File: src/rtl/router_pkt_tx.sv
// router_pkt_tx: store-and-forward packet source that feeds the 1x3 router input port.
// Defining ROUTER_TX_PARITY_INJECT_EN adds inject_err, which flips parity bit 0 of a packet.
module router_pkt_tx #(
    parameter int GAP_CYCLES = 2
) (
    input  logic       clock,
    input  logic       reset,
    input  logic       cmd_valid,
    input  logic [1:0] cmd_addr,
    input  logic [5:0] cmd_len,
    output logic       cmd_ready,
`ifdef ROUTER_TX_PARITY_INJECT_EN
    input  logic       inject_err,
`endif
    input  logic [7:0] pl_data,
    input  logic       pl_valid,
    output logic       pl_ready,
    input  logic       busy,
    input  logic       error,
    output logic       packet_valid,
    output logic [7:0] data_out,
    output logic       tx_done,
    output logic       cmd_err,
    output logic [7:0] err_cnt
);

    localparam logic [2:0] S_IDLE    = 3'd0;
    localparam logic [2:0] S_LOAD    = 3'd1;
    localparam logic [2:0] S_HEADER  = 3'd2;
    localparam logic [2:0] S_PAYLOAD = 3'd3;
    localparam logic [2:0] S_PARITY  = 3'd4;
    localparam logic [2:0] S_GAP     = 3'd5;

    logic [2:0] state;
    logic [1:0] addr_q;
    logic [5:0] len_q;
    logic [5:0] wr_ptr;
    logic [5:0] rd_ptr;
    logic [7:0] parity;
    logic [3:0] gap_cnt;
    logic       error_q;
    logic [7:0] mem [0:63];

    logic       pl_fire;
    logic       consume;
    logic [5:0] last_idx;
    logic [5:0] rd_next;
    logic [7:0] parity_out;

    assign cmd_ready = (state == S_IDLE);
    assign pl_ready  = (state == S_LOAD);
    assign pl_fire   = pl_valid && (state == S_LOAD);
    assign consume   = !busy && ((state == S_HEADER) || (state == S_PAYLOAD) || (state == S_PARITY));
    assign last_idx  = len_q - 6'd1;
    assign rd_next   = rd_ptr + 6'd1;

`ifdef ROUTER_TX_PARITY_INJECT_EN
    logic inject_q;

    always_ff @(posedge clock) begin
        if (reset)
            inject_q <= 1'b0;
        else if (cmd_valid && cmd_ready)
            inject_q <= inject_err;
    end

    assign parity_out = parity ^ {7'd0, inject_q};
`else
    assign parity_out = parity;
`endif

    // Payload store has no reset: the write pointer alone defines which entries are live.
    always_ff @(posedge clock) begin
        if (pl_fire)
            mem[wr_ptr] <= pl_data;
    end

    always_ff @(posedge clock) begin
        if (reset) begin
            state        <= S_IDLE;
            addr_q       <= 2'd0;
            len_q        <= 6'd0;
            wr_ptr       <= 6'd0;
            rd_ptr       <= 6'd0;
            parity       <= 8'd0;
            gap_cnt      <= 4'd0;
            packet_valid <= 1'b0;
            data_out     <= 8'd0;
            tx_done      <= 1'b0;
            cmd_err      <= 1'b0;
        end else begin
            tx_done <= 1'b0;
            cmd_err <= 1'b0;
            case (state)
                S_IDLE: begin
                    if (cmd_valid) begin
                        if ((cmd_addr == 2'd3) || (cmd_len == 6'd0)) begin
                            cmd_err <= 1'b1;
                        end else begin
                            addr_q <= cmd_addr;
                            len_q  <= cmd_len;
                            wr_ptr <= 6'd0;
                            rd_ptr <= 6'd0;
                            parity <= 8'd0;
                            state  <= S_LOAD;
                        end
                    end
                end
                S_LOAD: begin
                    if (pl_fire) begin
                        if (wr_ptr == last_idx) begin
                            parity       <= parity ^ pl_data ^ {len_q, addr_q};
                            data_out     <= {len_q, addr_q};
                            packet_valid <= 1'b1;
                            state        <= S_HEADER;
                        end else begin
                            parity <= parity ^ pl_data;
                            wr_ptr <= wr_ptr + 6'd1;
                        end
                    end
                end
                S_HEADER: begin
                    if (consume) begin
                        data_out <= mem[6'd0];
                        rd_ptr   <= 6'd0;
                        state    <= S_PAYLOAD;
                    end
                end
                S_PAYLOAD: begin
                    if (consume) begin
                        if (rd_ptr == last_idx) begin
                            data_out     <= parity_out;
                            packet_valid <= 1'b0;
                            state        <= S_PARITY;
                        end else begin
                            data_out <= mem[rd_next];
                            rd_ptr   <= rd_next;
                        end
                    end
                end
                S_PARITY: begin
                    if (consume) begin
                        data_out <= 8'd0;
                        tx_done  <= 1'b1;
                        gap_cnt  <= 4'd0;
                        state    <= S_GAP;
                    end
                end
                S_GAP: begin
                    if (gap_cnt == 4'(GAP_CYCLES - 1))
                        state <= S_IDLE;
                    else
                        gap_cnt <= gap_cnt + 4'd1;
                end
                default: state <= S_IDLE;
            endcase
        end
    end

    // Router error flag is counted on rising edges only and saturates at 255.
    always_ff @(posedge clock) begin
        if (reset) begin
            error_q <= 1'b0;
            err_cnt <= 8'd0;
        end else begin
            error_q <= error;
            if (error && !error_q && (err_cnt != 8'hFF))
                err_cnt <= err_cnt + 8'd1;
        end
    end

endmodule

File: config.mk
export PLATFORM = sky130hd
export DESIGN_NAME = router_pkt_tx
export DESIGN_NICKNAME = d
export VERILOG_FILES = /design/src/rtl/router_pkt_tx.sv
export SDC_FILE = /design/constraint.sdc
export NUM_CORES = 1
export LEC_CHECK = 0
export CORE_ASPECT_RATIO = 0.75
export CORE_UTILIZATION = 45
export DETAILED_ROUTE_END_ITERATION = 10
export GPL_ROUTABILITY_DRIVEN = 1
export PLACE_DENSITY_LB_ADDON = 0.15
export SYNTH_ARGS = -nofsm -noshare
export SYNTH_HDL_FRONTEND = slang
export SYNTH_SLANG_ARGS = --single-unit
File: constraint.sdc
create_clock -name clock -period 6.4 [get_ports clock]
set_input_delay 1.28 -clock clock [delete_from_list [all_inputs] [get_ports clock]]
set_output_delay 1.28 -clock clock [all_outputs]
set_load 0.01 [all_outputs]
==> metrics.csv <==
stage;metric;value;unit
cts;htree_num_levels;2;
job;maxCapViolCount;0;
synth;ys_ff_latch;567;
floorplanning;io_pins;43;
synth;avgSynthCellArea;17.9;sq um
setup_path;r2r_slack;2280;ps
setup_path;cp-start-kind;flip-flop;
synth;synthMuxAreaShare;16.2;%
final_layout;layout-drive-gt1-share;19.5;%
run_status;status;completed;
placement;gp_congestion;0.921;
sta;setup_violations;0;
floorplanning;die_w;264;um
grt;groute.usage.overall;21.0;%
routing;viasPerCell;5.89;
setup_path;cp.arrival;4550;ps
worst_hold_path;hold_class;reg2reg;
cts;cts_made_buffers;54;
sta;rsz0062_at_grt;no;
placement;dp_hpwl;32.6;mm
synth;ys_top_cells_by_area;edfxtp_1, mux4_2, dfxtp_1;
cts;worstSkewPairLatency;590;ps
synth;synth_compound_area_share;3.95;%
final_layout;layout.area.seq;16500;sq um
synth;yosysTopAreaCell;edfxtp_1;
sta;clock_skew;18.0;ps
final_layout;area_growth;11.7;%
floorplanning;row_count;71;
grt;grt_pass1_wl;80.2;mm
setup_path;end_kind;flip-flop;
synth;netlist_area;23100;sq um
synth;synth_top_family_by_area;multiplexers;
grt;antenna_found_initial;0;
routing;drt_iter0_markers;1274;
placement;io_buffers;42;
synth;synth_edf_count;512;
cts;holdBufCountCts;0;
synth;synth_top_flop_cell;edfxtp_1;
cts;clk_path_buf_depth;3;
floorplanning;fp.dieH;198;um
final_layout;nets;1361;
sta;finalSetupTns;0;ps
cts;cts.clk_slew.worst_paths;70;ps
power;finalPower;7.80;mW
synth;synth_nets;1316;
final_layout;diodes;0;
synth;synthCells;1288;
floorplanning;core;50500;sq um
grt;overflow;0;
routing;drc_errors;0;
synth;ys_seq_area_share;71.3;%
power;p_per_area;302;nW/um^2
routing;antenna_left;0;
routing;drtPass1Iterations;5;
routing;wl_per_cell;26.5;um
cts;post_cts_buffers;0;
power;leakagePower;7.72;nW
sta;hold_viol;0;
final_layout;final_util;51.2;%
sta;slew_viol_final;0;
sta;timing.final.crit_period;4120;ps
synth;synth-adder-area-share;0.325;%
final_layout;stdcell_area;25800;sq um
sta;relSlewSlack;29.5;%
sta;whs;477;ps
final_layout;fillers;4122;
synth;async_flop_share;0;%
grt;grt_pass1_vias;11800;
cts;clock-root-buffer;clkbuf_16;
cts;cts_resized;0;
synth;synth_xor_area_share;1.52;%
cts;clock-sinks;567;
synth;synth_common_cells;edfxtp_1, mux4_2, nor2_1, nand2_1, dfxtp_1;
synth;yosysTopAreaCellShare;66.5;%
synth;yosysMostFrequentCell;edfxtp_1;
grt;grt_max_degree;84;
floorplanning;start_util;45.8;%
sta;tightestPinTransition;1060;ps
synth;synth_cell_type_count;60;
routing;num_vias;12000;
synth;ys_warn_count;0;
sta;min_period_over_period;64.3;%
sta;max_freq;0.243;GHz
cts;cts_tree;done;
placement;place_area;24200;sq um
power;peakVddDrop;0.200;mV
floorplanning;die_area;52300;sq um
synth;synth-simple-area-share;5.09;%
routing;drt_wl_total;53.8;mm
setup_path;crit_type;reg2reg;
final_layout;multiInputGateArea;6300;sq um
setup_path;required;6830;ps
setup_path;path_max_fanout;83;
-- sequential cells by signal (all words and copies together) (netlist names), 2 cells and up --
signal    cells
mem         512
data_out      8
err_cnt       8
parity        8
len_q         6
rd_ptr        6
wr_ptr        6
gap_cnt       4
state         3
addr_q        2
-- kinds of logic (layout without fill, tap and decap cells) --
group	count (synthesis)	count (layout)
DFF	567	567
and+or+nand+nor	250	250
muxes	211	211
AOI/OAI and AO/OA	128	128
buffers and inverters	89	173
xor gates and xnor gates	37	37
adders and majority gates	6	6
-- metrics by stage --
stage | worst slack [ps] | instances
6_report | 2280 | 2029
4_1_cts | 2210 | 2029
2_1_floorplan | 3560 | 1288
3_5_place_dp | 2250 | 1934
5_1_grt | 2030 | 2029
3_3_place_gp | 2260 | 1934
-- report_power, final --
group	total (mW)	internal (mW)	leakage (nW)	switching, mW
Clock	2.97	1.64	0.773	1.34
Combinational	0.671	0.242	1.90	0.428
Sequential	4.15	4.08	5.05	0.0788
-- cells in the final DEF, fill, tap and decap left out, types with 6 or more instances in the layout --
master and instances:
xnor2_1 12, mux4_2 128, clkdlybuf4s50_1 34, dfxtp_1 54, edfxtp_1 512, a22oi_1 9, xor2_1 22, o211ai_1 16
and3_1 7, inv_1 21, mux2i_1 51, nand3b_1 6, mux2_2 32, buf_2 8, buf_4 13, clkinv_1 14
nand3_1 11, nor3_1 7, nand4_1 17, o21ai_0 20, nor2_1 111, clkbuf_16 56, o31ai_1 10, nand2_1 61
a21oi_1 20, a22o_1 8, o22ai_1 17, clkbuf_1 13
-- cell type report --
class / count / share of cell area, %
clock buffer: 69 / 5.62
clock inverter: 26 / 0.678
inverter: 21 / 0.305
multi-input combinational: 632 / 24.4
sequential: 567 / 63.8
tap: 657 / 3.18
timing repair buffer: 57 / 2.01
-- routing by layer --
| layer | vias to the layer above | global-route usage, % | share of wire, % |
|---|---|---|---|
| met3 | 70 | 3.13 | 6.2 |
| li1 | 5260 | - | - |
| met5 | - | 0 | 0 |
| met1 | 6247 | 33.4 | 49 |
| met2 | 377 | 30.5 | 43 |
| met4 | 0 | 4.27 | 1.6 |
-- worst max-delay path: stages (launching register included) --
cell	delay, ps
dfxtp_4	650
buf_12	500
buf_4	690
mux4_2	610
mux2_2	320
a22oi_1	230
o211ai_1	190
o31ai_1	490
o211ai_1	160
-- worst paths after layout --
check,cells past startpoint,from,to
worst min-delay path,2,parity[0],parity[0]
worst max-delay path,8,rd_ptr[0],data_out[2]
worst min register to register,2,parity[0],parity[0]
worst max register to register,8,rd_ptr[0],data_out[2]
No activity file was read; power rests on OpenSTA's default activity.
